**src/rtl/vgc_timing.sv**
```systemverilog
// Video timing generator: 14M H/V counters, blanking/sync flags, VERT/HORIZ counter
// readback and the VGC one-second / scanline interrupt registers.
module vgc_timing #(
    parameter int H_TOTAL        = 910,
    parameter int V_TOTAL        = 262,
    parameter int H_ACTIVE       = 640,
    parameter int V_VBL          = 192,
    parameter int HS_START       = 700,
    parameter int HS_END         = 767,
    parameter int VS_START       = 224,
    parameter int VS_END         = 226,
    parameter int FRAMES_PER_SEC = 60
) (
    input  logic       clk_sys,
    input  logic       reset,
    input  logic       ce_14m,
    input  logic       strobe,
    input  logic       rw,
    input  logic [1:0] addr,
    input  logic [7:0] din,
    output logic [7:0] dout,
    input  logic       scanline_irq,
    output logic [9:0] H,
    output logic [8:0] V,
    output logic       HBlank,
    output logic       VBlank,
    output logic       hsync,
    output logic       vsync,
    output logic       frame_start,
    output logic       irq_n
);

    localparam logic [1:0] ADDR_VGCINT    = 2'd0;
    localparam logic [1:0] ADDR_VERTCNT   = 2'd1;
    localparam logic [1:0] ADDR_HORIZCNT  = 2'd2;
    localparam logic [1:0] ADDR_CLRVGCINT = 2'd3;

    localparam logic [9:0] H_LAST     = 10'(H_TOTAL - 1);
    localparam logic [8:0] V_LAST     = 9'(V_TOTAL - 1);
    localparam logic [9:0] H_ACT_W    = 10'(H_ACTIVE);
    localparam logic [9:0] HS_START_W = 10'(HS_START);
    localparam logic [9:0] HS_END_W   = 10'(HS_END);
    localparam logic [8:0] V_VBL_W    = 9'(V_VBL);
    localparam logic [8:0] VS_START_W = 9'(VS_START);
    localparam logic [8:0] VS_END_W   = 9'(VS_END);

    localparam int         FC_W    = (FRAMES_PER_SEC > 1) ? $clog2(FRAMES_PER_SEC) : 1;
    localparam logic [FC_W-1:0] FC_LAST = FC_W'(FRAMES_PER_SEC - 1);

    logic [3:0]      hsub;
    logic [6:0]      hslot;
    logic [FC_W-1:0] frame_cnt;
    logic            sec_en;
    logic            line_en;
    logic            sec_pend;
    logic            line_pend;

    logic            h_last;
    logic            v_last;
    logic            fc_last;
    logic            rd_req;
    logic            wr_req;
    logic            line_set;
    logic            sec_set;
    logic            line_clr;
    logic            sec_clr;
    logic [8:0]      vert;
    logic [6:0]      hc;
    logic [7:0]      rd_dat;
    logic            unused_din;

    assign unused_din = ^{din[7], din[4:3], din[0]};

    assign h_last  = (H == H_LAST);
    assign v_last  = (V == V_LAST);
    assign fc_last = (frame_cnt == FC_LAST);

    assign HBlank = (H >= H_ACT_W);
    assign VBlank = (V >= V_VBL_W);
    assign hsync  = (H >= HS_START_W) && (H <= HS_END_W);
    assign vsync  = (V >= VS_START_W) && (V <= VS_END_W);

    assign rd_req = strobe & rw;
    assign wr_req = strobe & ~rw;

    assign line_set = ce_14m & h_last & scanline_irq & line_en;
    assign sec_set  = ce_14m & h_last & v_last & fc_last & sec_en;
    assign line_clr = wr_req & (addr == ADDR_CLRVGCINT) & ~din[5];
    assign sec_clr  = wr_req & (addr == ADDR_CLRVGCINT) & ~din[6];

    // Lines 256+ are reported as $FA..$FF so the count looks like 0x100..0x1FF, 0x0FA..0x0FF.
    always_comb begin
        vert = V[8] ? (9'h0FA + {1'b0, V[7:0]}) : {1'b1, V[7:0]};
        hc   = (hslot == 7'd0) ? 7'h00 : (7'h3F + hslot);
    end

    always_comb begin
        rd_dat = 8'h00;
        case (addr)
            ADDR_VGCINT:    rd_dat = {sec_pend | line_pend, sec_pend, line_pend, 2'b00,
                                      sec_en, line_en, 1'b0};
            ADDR_VERTCNT:   rd_dat = vert[8:1];
            ADDR_HORIZCNT:  rd_dat = {vert[0], hc};
            ADDR_CLRVGCINT: rd_dat = 8'h00;
            default:        rd_dat = 8'h00;
        endcase
    end

    // Beam counters; the 0..13 sub-counter replaces an H/14 divider for the slot number.
    always_ff @(posedge clk_sys or posedge reset) begin
        if (reset) begin
            H           <= 10'd0;
            V           <= 9'd0;
            hsub        <= 4'd0;
            hslot       <= 7'd0;
            frame_cnt   <= '0;
            frame_start <= 1'b0;
        end else begin
            frame_start <= ce_14m & h_last & v_last;
            if (ce_14m) begin
                if (h_last) begin
                    H     <= 10'd0;
                    hsub  <= 4'd0;
                    hslot <= 7'd0;
                    if (v_last) begin
                        V         <= 9'd0;
                        frame_cnt <= fc_last ? '0 : frame_cnt + 1'b1;
                    end else begin
                        V <= V + 9'd1;
                    end
                end else begin
                    H <= H + 10'd1;
                    if (hsub == 4'd13) begin
                        hsub  <= 4'd0;
                        hslot <= hslot + 7'd1;
                    end else begin
                        hsub <= hsub + 4'd1;
                    end
                end
            end
        end
    end

    // Pending bits: a set arriving in the same cycle as a clear takes priority.
    always_ff @(posedge clk_sys or posedge reset) begin
        if (reset) begin
            sec_en    <= 1'b0;
            line_en   <= 1'b0;
            sec_pend  <= 1'b0;
            line_pend <= 1'b0;
            irq_n     <= 1'b1;
            dout      <= 8'h00;
        end else begin
            if (wr_req && (addr == ADDR_VGCINT)) begin
                sec_en  <= din[2];
                line_en <= din[1];
            end
            sec_pend  <= sec_set  | (sec_pend  & ~sec_clr);
            line_pend <= line_set | (line_pend & ~line_clr);
            irq_n     <= ~(sec_pend | line_pend);
            if (rd_req) begin
                dout <= rd_dat;
            end
        end
    end

endmodule

```
**config.mk**
```make
export PLATFORM = sky130hd
export DESIGN_NAME = vgc_timing
export DESIGN_NICKNAME = d
export VERILOG_FILES = /design/src/rtl/vgc_timing.sv
export SDC_FILE = /design/constraint.sdc
export NUM_CORES = 1
export LEC_CHECK = 0
export BUFFER_PORTS_ARGS = -buffer_cell sky130_fd_sc_hd__buf_2
export CAP_MARGIN = 20
export CORE_ASPECT_RATIO = 0.75
export CORE_UTILIZATION = 41
export DETAILED_ROUTE_END_ITERATION = 7
export PLACE_DENSITY = 0.67
export SLEW_MARGIN = 15
export SYNTH_ARGS = -nofsm -noshare
export SYNTH_HDL_FRONTEND = slang
export SYNTH_SLANG_ARGS = --single-unit
```
**constraint.sdc**
```tcl
create_clock -name clk_sys -period 1.99 [get_ports clk_sys]
set_input_delay 0.398 -clock clk_sys [delete_from_list [all_inputs] [get_ports clk_sys]]
set_output_delay 0.398 -clock clk_sys [all_outputs]
set_load 0.005 [all_outputs]
```
## Word level (Yosys, flattened, before mapping)

Index checks and enable logic that the tools add are counted.

| word-level totals | value |
|---|---|
| input bits | 16 |
| word-level logic and storage cells | 73 |
| register bits after elaboration | 50 |
| output and inout port bits | 33 |

| cells by class | value |
|---|---|
| reduce and logical (&&, ||, !) cells | 9 |
| mux-type cells | 10 |
| add/sub/neg operators | 7 |
| bitwise gates (word level) | 22 |
| eq/ne operators | 7 |
| order comparisons | 6 |

Operators with widths:

| operator | number |
|---|---|
| one-hot mux 8 bit (4 select lines) | 1 |
| two-way mux 7 bit | 3 |
| >= comparator 10 bit (second input constant) | 2 |
| >= comparator 9 x 8 -> 1 bit (second input constant) | 2 |
| two-way mux 9 bit | 2 |
| bitwise AND 1 bit | 13 |
| adder 10 x 1 -> 10 bit (second input constant) | 1 |
| equality test 10 bit (second input constant) | 1 |
| <= comparator 10 bit (second input constant) | 1 |
| two-way mux 10 bit | 1 |
| adder 8 x 8 -> 9 bit (first input constant) | 1 |
| adder 9 x 1 -> 9 bit (second input constant) | 1 |
| equality test 9 bit (second input constant) | 1 |
| <= comparator 9 x 8 -> 1 bit (second input constant) | 1 |
| two-way mux 4 bit | 2 |
| adder 6 x 7 -> 7 bit (first input constant) | 1 |
| adder 7 x 1 -> 7 bit (second input constant) | 1 |
| logical NOT 7 bit | 1 |
| adder 6 x 1 -> 6 bit (second input constant) | 1 |
| equality test 6 bit (second input constant) | 1 |
| two-way mux 6 bit | 1 |
| inverter 1 bit | 6 |
| adder 4 x 1 -> 4 bit (second input constant) | 1 |
| equality test 2 bit (second input constant) | 2 |
| 8 further kinds | 13 |

## Logic depth before layout (Yosys ltp)

Gate-level depths: netlist of run 1.

| depth | value |
|---|---|
| depth after elaboration | 7 |
| mapped depth | 8 |
| mapped depth without buffers | 6 |

## Worst setup path after synthesis of run 1

No wires, ideal clock.

| timing path | value |
|---|---|
| path type | register to register |
| from | reg H[0] |
| to | reg V[3] |
| stages on the path, launching flop included | 7 |
| data arrival time | 1.614 ns |
| path slack | 0.252 ns |
| clock period less this slack | 1.738 ns |
| data required time | 1.865 ns |
| library setup time | 0.125 ns |
| path buffers | 1 |
| cells stage by stage | dfrtp_1 -> ha_1 -> and4b_1 -> and3_1 -> buf_2 -> nand3_1 -> mux2_2 |

| between the ends | value |
|---|---|
| cells in the longest elaborated chain, start to end | 2 |

RTL lines:

| item | line | source |
|---|---|---|
| from (decl) | 23 | `output logic [9:0] H,` |
| from (signal assigned) | 132 | `H <= H + 10'd1;` |
| equality test 10 bit | 74 | `assign h_last = (H == H_LAST);` |
| AND reduction 2 bit (no line) | n/a |  |
| to (signal assigned) | 129 | `V <= V + 9'd1;` |
| to (decl) | 24 | `output logic [8:0] V,` |

No other way between the ends.
A chain may end at the register's enable or synchronous reset.

## Worst setup path after layout of run 1

| timing path | value |
|---|---|
| from | reg H[1] |
| to | reg V[3] |

Same word-level chain as after synthesis.

==> results of run 1 <==
==> layer usage <==
layer | routed length, µm | GRT usage | part of all wire
met1 | 3560 | 0.308 | 0.51
met2 | 2920 | 0.279 | 0.42
met3 | 401 | 0.0323 | 0.058
met4 | 43 | 0.0391 | 0.0062
met5 | 0 | 0 | 0
==> stage by stage <==
| step | instance area [µm²] | hold slack (ns) | cells |
|---|---|---|---|
| finish | 3570 | 0.122 | 468 |
| global route | 3570 | 0.136 | 468 |
| CTS | 3560 | 0.139 | 468 |
| detailed placement | 3460 | 0.466 | 460 |
| global placement | 3460 | 0.450 | 460 |
| floorplan | 2990 | 0.401 | 309 |
==> layout make-up <==
cell class,count,area share
Multi-Input combinational cell,230,0.453
Sequential cell,50,0.351
Timing Repair Buffer,69,0.118
Tap cell,98,0.0343
Clock buffer,7,0.0214
Inverter,13,0.0137
Clock inverter,1,0.00841
==> worst register-to-register path, cell delays in order (launching register included) <==
cell and delay (ns):
dfrtp_1 0.39, inv_1 0.09, ha_1 0.16, and4b_1 0.26, and3_4 0.26, buf_4 0.17, nand3_1 0.11, mux2_2 0.29
==> cells by family after synthesis <==
family / after synthesis / synth area share
mux: 7 / 0.0260
compound gates: 63 / 0.152
flops: 50 / 0.419
simple gates: 127 / 0.246
fa+ha+maj: 15 / 0.0628
xor+xnor: 18 / 0.0528
buf+inv: 29 / 0.0410
==> layout by cell type, fill, tap and decap left out, types with 2 or more instances in the layout <==
cell type | synthesis | layout
o31ai_1 | 3 | 3
nand4_1 | 4 | 4
nor4_1 | 3 | 3
a21o_1 | 3 | 3
o21ai_0 | 22 | 22
clkbuf_1 | 10 | 2
buf_2 | 5 | 44
and3_1 | 8 | 7
xor2_1 | 12 | 12
nand2_1 | 17 | 17
nor3_1 | 11 | 11
and4_2 | 2 | 2
and2_1 | 3 | 3
nor2b_1 | 7 | 7
a21oi_1 | 3 | 3
inv_1 | 13 | 12
o22a_1 | 3 | 3
nand2b_1 | 4 | 4
nor4b_1 | 2 | 2
nand4b_1 | 2 | 2
and4_1 | 6 | 6
nor3b_1 | 2 | 2
buf_4 | 0 | 24
or4_1 | 4 | 4
a31oi_1 | 4 | 4
ha_1 | 15 | 15
clkbuf_8 | 0 | 5
o21a_1 | 3 | 3
a32o_1 | 2 | 2
a22o_1 | 3 | 3
a2bb2oi_1 | 2 | 2
o211ai_1 | 3 | 3
dfrtp_1 | 49 | 48
nor2_1 | 24 | 24
mux2_2 | 6 | 6
xnor2_1 | 6 | 6
a211oi_1 | 2 | 2
nand3_1 | 17 | 17
==> power groups by stage <==
| stage | Clock [W] | Sequential (W) | Combinational, W |
|---|---|---|---|
| after global placement | 0 | 0.00130 | 0.000833 |
| after global routing | 0.000776 | 0.00131 | 0.000975 |
| after CTS | 0.000731 | 0.00128 | 0.000855 |
| final | 0.000719 | 0.00128 | 0.000854 |
| after floorplan | 0 | 0.00134 | 0.000497 |
| after detailed placement | 0 | 0.00131 | 0.000850 |
==> sequential cells by signal (all words and copies together), names as in the netlist <==
register / count
dout: 8
frame_start: 1
sec_pend: 1
hslot: 7
line_en: 1
hsub: 4
V: 9
line_pend: 1
frame_cnt: 6
H: 10
irq_n: 1
sec_en: 1
==> final timing paths <==
check,endpoint,slack [ns],startpoint
min reg2reg,irq_n$_DFF_PP1_,0.47,sec_pend$_DFF_PP0_
min in group clk_sys,line_en$_DFFE_PP0P_,0.33,din[1]
max,V[3]$_DFFE_PP0P_,0.14,H[1]$_DFFE_PP0P_
min,frame_start$_DFF_PP0_,0.12,reset
max reg2reg,V[3]$_DFFE_PP0P_,0.14,H[1]$_DFFE_PP0P_
max in group asynchronous,irq_n$_DFF_PP1_,1.59,reset
==> timing repair <==
action,in CTS,in global routing
hold buffers,0,0
endpoints found under the setup margin,1,2
resized for setup,1,2
pin swaps,0,0
buffers inserted,0,0
==> run_results.csv, run 1 <==
group,metric,value,unit
placed_design,io_buffers,44,
critical_path,worst_ep_arrival_time,2.04,ns
yosys,ys_ff_latch,50,
yosys,ys_top_cells_by_count,"49 x dfrtp_1, 24 x nor2_1, 22 x o21ai_0",
critical_path,rr_worst_depth,7,
clock_network,cts_root_buf,"clkbuf_8",
sta,rsz0062_at_grt,"no",
sta,worstMarginPinSlew,0.527,ns
worst_hold_path,hp-class,"input pin to asynchronous set/reset pin",
critical_path,cpLargestDelayFamily,"simple AND/OR/NAND/NOR gates",
sta,fmax,540,MHz
final_layout,syn2layout_area_growth,19.5,%
global_route,grt_pass1_wl,11800,µm
sta,slew_headroom,0.647,
final_layout,drive_above_1_share,0.268,
drt,wl_per_cell,14.8,µm
power,peakVddDrop,0.647,mV
critical_path,path_cells,"inv_1 -> ha_1 -> and4b_1 -> and3_4 -> buf_4 -> nand3_1 -> mux2_2",
final_layout,multi_input_area,0.00162,mm²
drt,ant_nets,0,
yosys,synth_area_per_cell,9.67,µm²
sta,tns,0,ns
critical_path,crit_cells,7,
drt,avgViaCountPerCell,5.53,
yosys,synth_top_area_cell,"dfrtp_1",
critical_path,slowest_delay,0.39,ns
die,rows,26,
yosys,synth_area,0.00299,mm²
clock_network,clk_path_buf_depth,2,
sta,period_minus_slack,1.85,ns
critical_path,crit_path_end_kind,"register",
final_layout,seqCellArea,0.00125,mm²
final_layout,n_antenna_cell,0,
clock_network,tritoncts,"yes",
drt,num_vias,2587,
critical_path,start_kind,"register",
yosys,synth-main-ff-cell,"dfrtp_1",
sta,hold_viol_final,0,
drt,wl,6930,µm
flow_run,drv_cap,0,
die,coreArea,0.00693,mm²
global_route,grt_usage,0.196,
placed_design,dp_hpwl,5030,µm
die,die_y,75.9,µm
global_route,grt_max_degree,51,
placed_design,pre_cts_slack,0.0356,ns
yosys,synth_edf_count,0,
die,dieArea,0.00764,mm²
power,p_int,0.00197,W
final_layout,fillCellCount,650,
yosys,syn-num-nets,340,
clock_network,clock-sinks,50,
sta,finalSetupViolCount,0,
final_layout,fin_nets,400,
clock_network,clock_latency,0.30,ns
drt,post-route-drc-count,0,
power,clkPwrFrac,0.252,
global_route,grt_pass1_vias,2332,
sta,maxSlewViolCount,0,
critical_path,critPathRequiredTime,2.18,ns
final_layout,fin_util,0.515,
power,p_per_area,801,mW/mm²
critical_path,crit_slowest_cell,"dfrtp_1",
yosys,yosysTopAreaCellShare,0.410,
yosys,yosys_warnings,0,
power,seqPwrFrac,0.450,
die,dieWidth,101,µm
clock_network,h-tree-depth,2,
sta,worst_slack,0.140,ns
yosys,synth_area_leaders,"dfrtp_1 41%, ha_1 6.3%, o21ai_0 3.7%",
critical_path,timing_worst_setup_path_type,"register to register",
yosys,synth_cells,309,
power,power.switching,0.000892,W
drt,drtIter0Drc,122,
yosys,async_reset_ff_frac,1.00,
power,p_sw_frac,0.312,
power,power.leakage,1.71,nW
critical_path,path_buf_inv,2,
yosys,yosysSeqAreaShare,0.419,
global_route,grt-ovfl-total,0,
power,comb_power_share,0.299,
yosys,yosysUniqueCellTypes,60,
die,ios,49,
sta,fin_crit_sh,0.930,
clock_network,clkTransAtPathRegs,0.09,ns
global_route,antenna_found_initial,0,
yosys,synth_most_common_cell,"dfrtp_1",
critical_path,crit_fanout,10,
die,start_util,0.431,
sta,finalClockSkew,0.00950,ns
placed_design,routabilityCongestion,0.836,
power,power,0.00286,W
clock_network,cts-buffers-inserted,5,
drt,drtPass1Iterations,5,
outcome,outcome,"finished, final reports clean",
Power figures use the tool's default switching activity.
==> run 2, diff against run 1 <==
Settings changed: REMOVE_ABC_BUFFERS from default to 1.
==> run_results.csv, run 2 (synthesis results as in run 1) <==
group,metric,value,unit
critical_path,timing_worst_setup_path_type,"register to primary output",
clock_network,cts_root_buf,"clkbuf_8",
final_layout,syn2layout_area_growth,19.6,%
flow_run,drv_cap,0,
die,dieWidth,101,µm
final_layout,n_antenna_cell,0,
final_layout,top_register,"H",
drt,post-route-drc-count,0,
clock_network,tritoncts,"yes",
clock_network,clock_latency,0.30,ns
die,die_y,75.9,µm
clock_network,clk_path_buf_depth,2,
clock_network,postCtsSetupRepairBufs,0,
clock_network,h-tree-depth,2,
critical_path,start_kind,"register",
sta,rsz0062_at_grt,"no",
critical_path,critPathRequiredTime,1.59,ns
global_route,grt_pass1_vias,2432,
placed_design,dp_hpwl,5070,µm
clock_network,cts-buffers-inserted,5,
drt,avgViaCountPerCell,5.35,
sta,slew_headroom,0.646,
placed_design,placed_area,0.00348,mm²
clock_network,clkTransAtPathRegs,0.09,ns
sta,worst_slack,0.146,ns
global_route,grt-ovfl-total,0,
critical_path,crit_path_end_kind,"primary output",
power,peakVddDrop,0.594,mV
critical_path,path_buf_inv,2,
sta,maxSlewViolCount,0,
drt,num_vias,2521,
clock_network,holdBufCountCts,0,
die,dieArea,0.00764,mm²
drt,wl,6950,µm
critical_path,worst_ep_arrival_time,1.45,ns
placed_design,io_buffers,44,
critical_path,path_cells,"and2_1 -> buf_4 -> a31oi_1 -> nor3_1 -> buf_2",
sta,period_minus_slack,1.84,ns
final_layout,drive_above_1_share,0.276,
critical_path,crit_slowest_cell,"dfrtp_1",
final_layout,final_area,0.00357,mm²
sta,hold_viol_final,0,
power,power.leakage,1.72,nW
sta,worstMarginPinSlew,0.528,ns
drt,wl_per_cell,14.7,µm
sta,timing.hold.ws,0.121,ns
drt,drtIter0Drc,104,
clock_network,clock-sinks,50,
sta,finalSetupViolCount,0,
outcome,outcome,"finished, final reports clean",
placed_design,routabilityCongestion,0.826,
worst_hold_path,hp-class,"input pin to asynchronous set/reset pin",
final_layout,fin_nets,403,
sta,fmax,542,MHz
final_layout,fillCellCount,667,
global_route,antenna_found_initial,0,
drt,ant_nets,0,
critical_path,slowest_delay,0.44,ns
global_route,grt_max_degree,51,
die,coreArea,0.00693,mm²
final_layout,mostFrequentLayoutCells,"48 x dfrtp_1, 44 x buf_2, 27 x buf_4",
final_layout,final_common_cell,"dfrtp_1",
power,p_per_area,777,mW/mm²
die,start_util,0.431,
critical_path,crit_fanout,5,
drt,drtPass1Iterations,4,
die,rows,26,
sta,fin_crit_sh,0.926,
global_route,grt_pass1_wl,11800,µm
die,ios,49,
critical_path,cpLargestDelayFamily,"flip-flops",
final_layout,largest_reg_flops,10,
placed_design,pre_cts_slack,-0.0206,ns
sta,finalClockSkew,0.00540,ns
final_layout,reg_top3,"H (10), V (9), dout (8)",
power,power,0.00278,W
global_route,grt_usage,0.194,
==> run 2: what timing repair did <==
action,CTS,global route
pin swaps,0,0
resized for setup,1,1
endpoints found under the setup margin,1,1
==> run 2: final timing paths <==
check	endpoint	slack [ns]	depth (start not counted)	startpoint
max	hsync	0.15	5	H[3]$_DFFE_PP0P_
min	V[1]$_DFFE_PP0P_	0.12	3	reset
max reg2reg	hslot[2]$_DFFE_PP0P_	0.15	7	H[1]$_DFFE_PP0P_
min reg2reg	irq_n$_DFF_PP1_	0.46	1	line_pend$_DFF_PP0_
max in group asynchronous	irq_n$_DFF_PP1_	1.58	3	reset
min in group clk_sys	line_en$_DFFE_PP0P_	0.32	2	din[1]
==> run 2: layout make-up <==
cell class,instances,area (µm²),area share
multi-input cells,230,1610,0.452
flip-flops and latches,50,1250,0.351
repair buffers,72,443,0.124
well taps,98,123,0.0343
clock buffers,7,86.3,0.0242
inverters,13,48.8,0.0137
clock inverters,1,5.00,0.00140
==> run 2: power breakdown <==
group	internal, W	total, W	switching, W
Clock	0.000282	0.000624	0.000342
Sequential	0.00117	0.00128	0.000114
Combinational	0.000429	0.000870	0.000441
Total	0.00188	0.00278	0.000898
==> run 2: routing by layer <==
metal  wire length, µm  global-route usage  vias to the layer above
met5                 0                   0                        -
met1              3460               0.280                     1200
met2              3110               0.303                       59
met4                88              0.0493                        0
met3               288              0.0323                        9
li1                  -                   -                     1253
==> run 2: stage by stage <==
step | utilization | std cells | TNS [ns]
final | 0.516 | 471 | 0
after global routing | 0.516 | 471 | 0
after CTS | 0.516 | 471 | 0
after detailed placement | 0.502 | 463 | -0.0206
after global placement | 0.502 | 463 | 0
after floorplan | - | 293 | 0
==> run 2: worst reg2reg max path: stages (launching register included) <==
cell and delay [ns]:
dfrtp_1 0.39, inv_1 0.10, ha_1 0.17, and4b_1 0.20, buf_4 0.12, a31oi_1 0.19, or3_2 0.46, a21oi_1 0.15
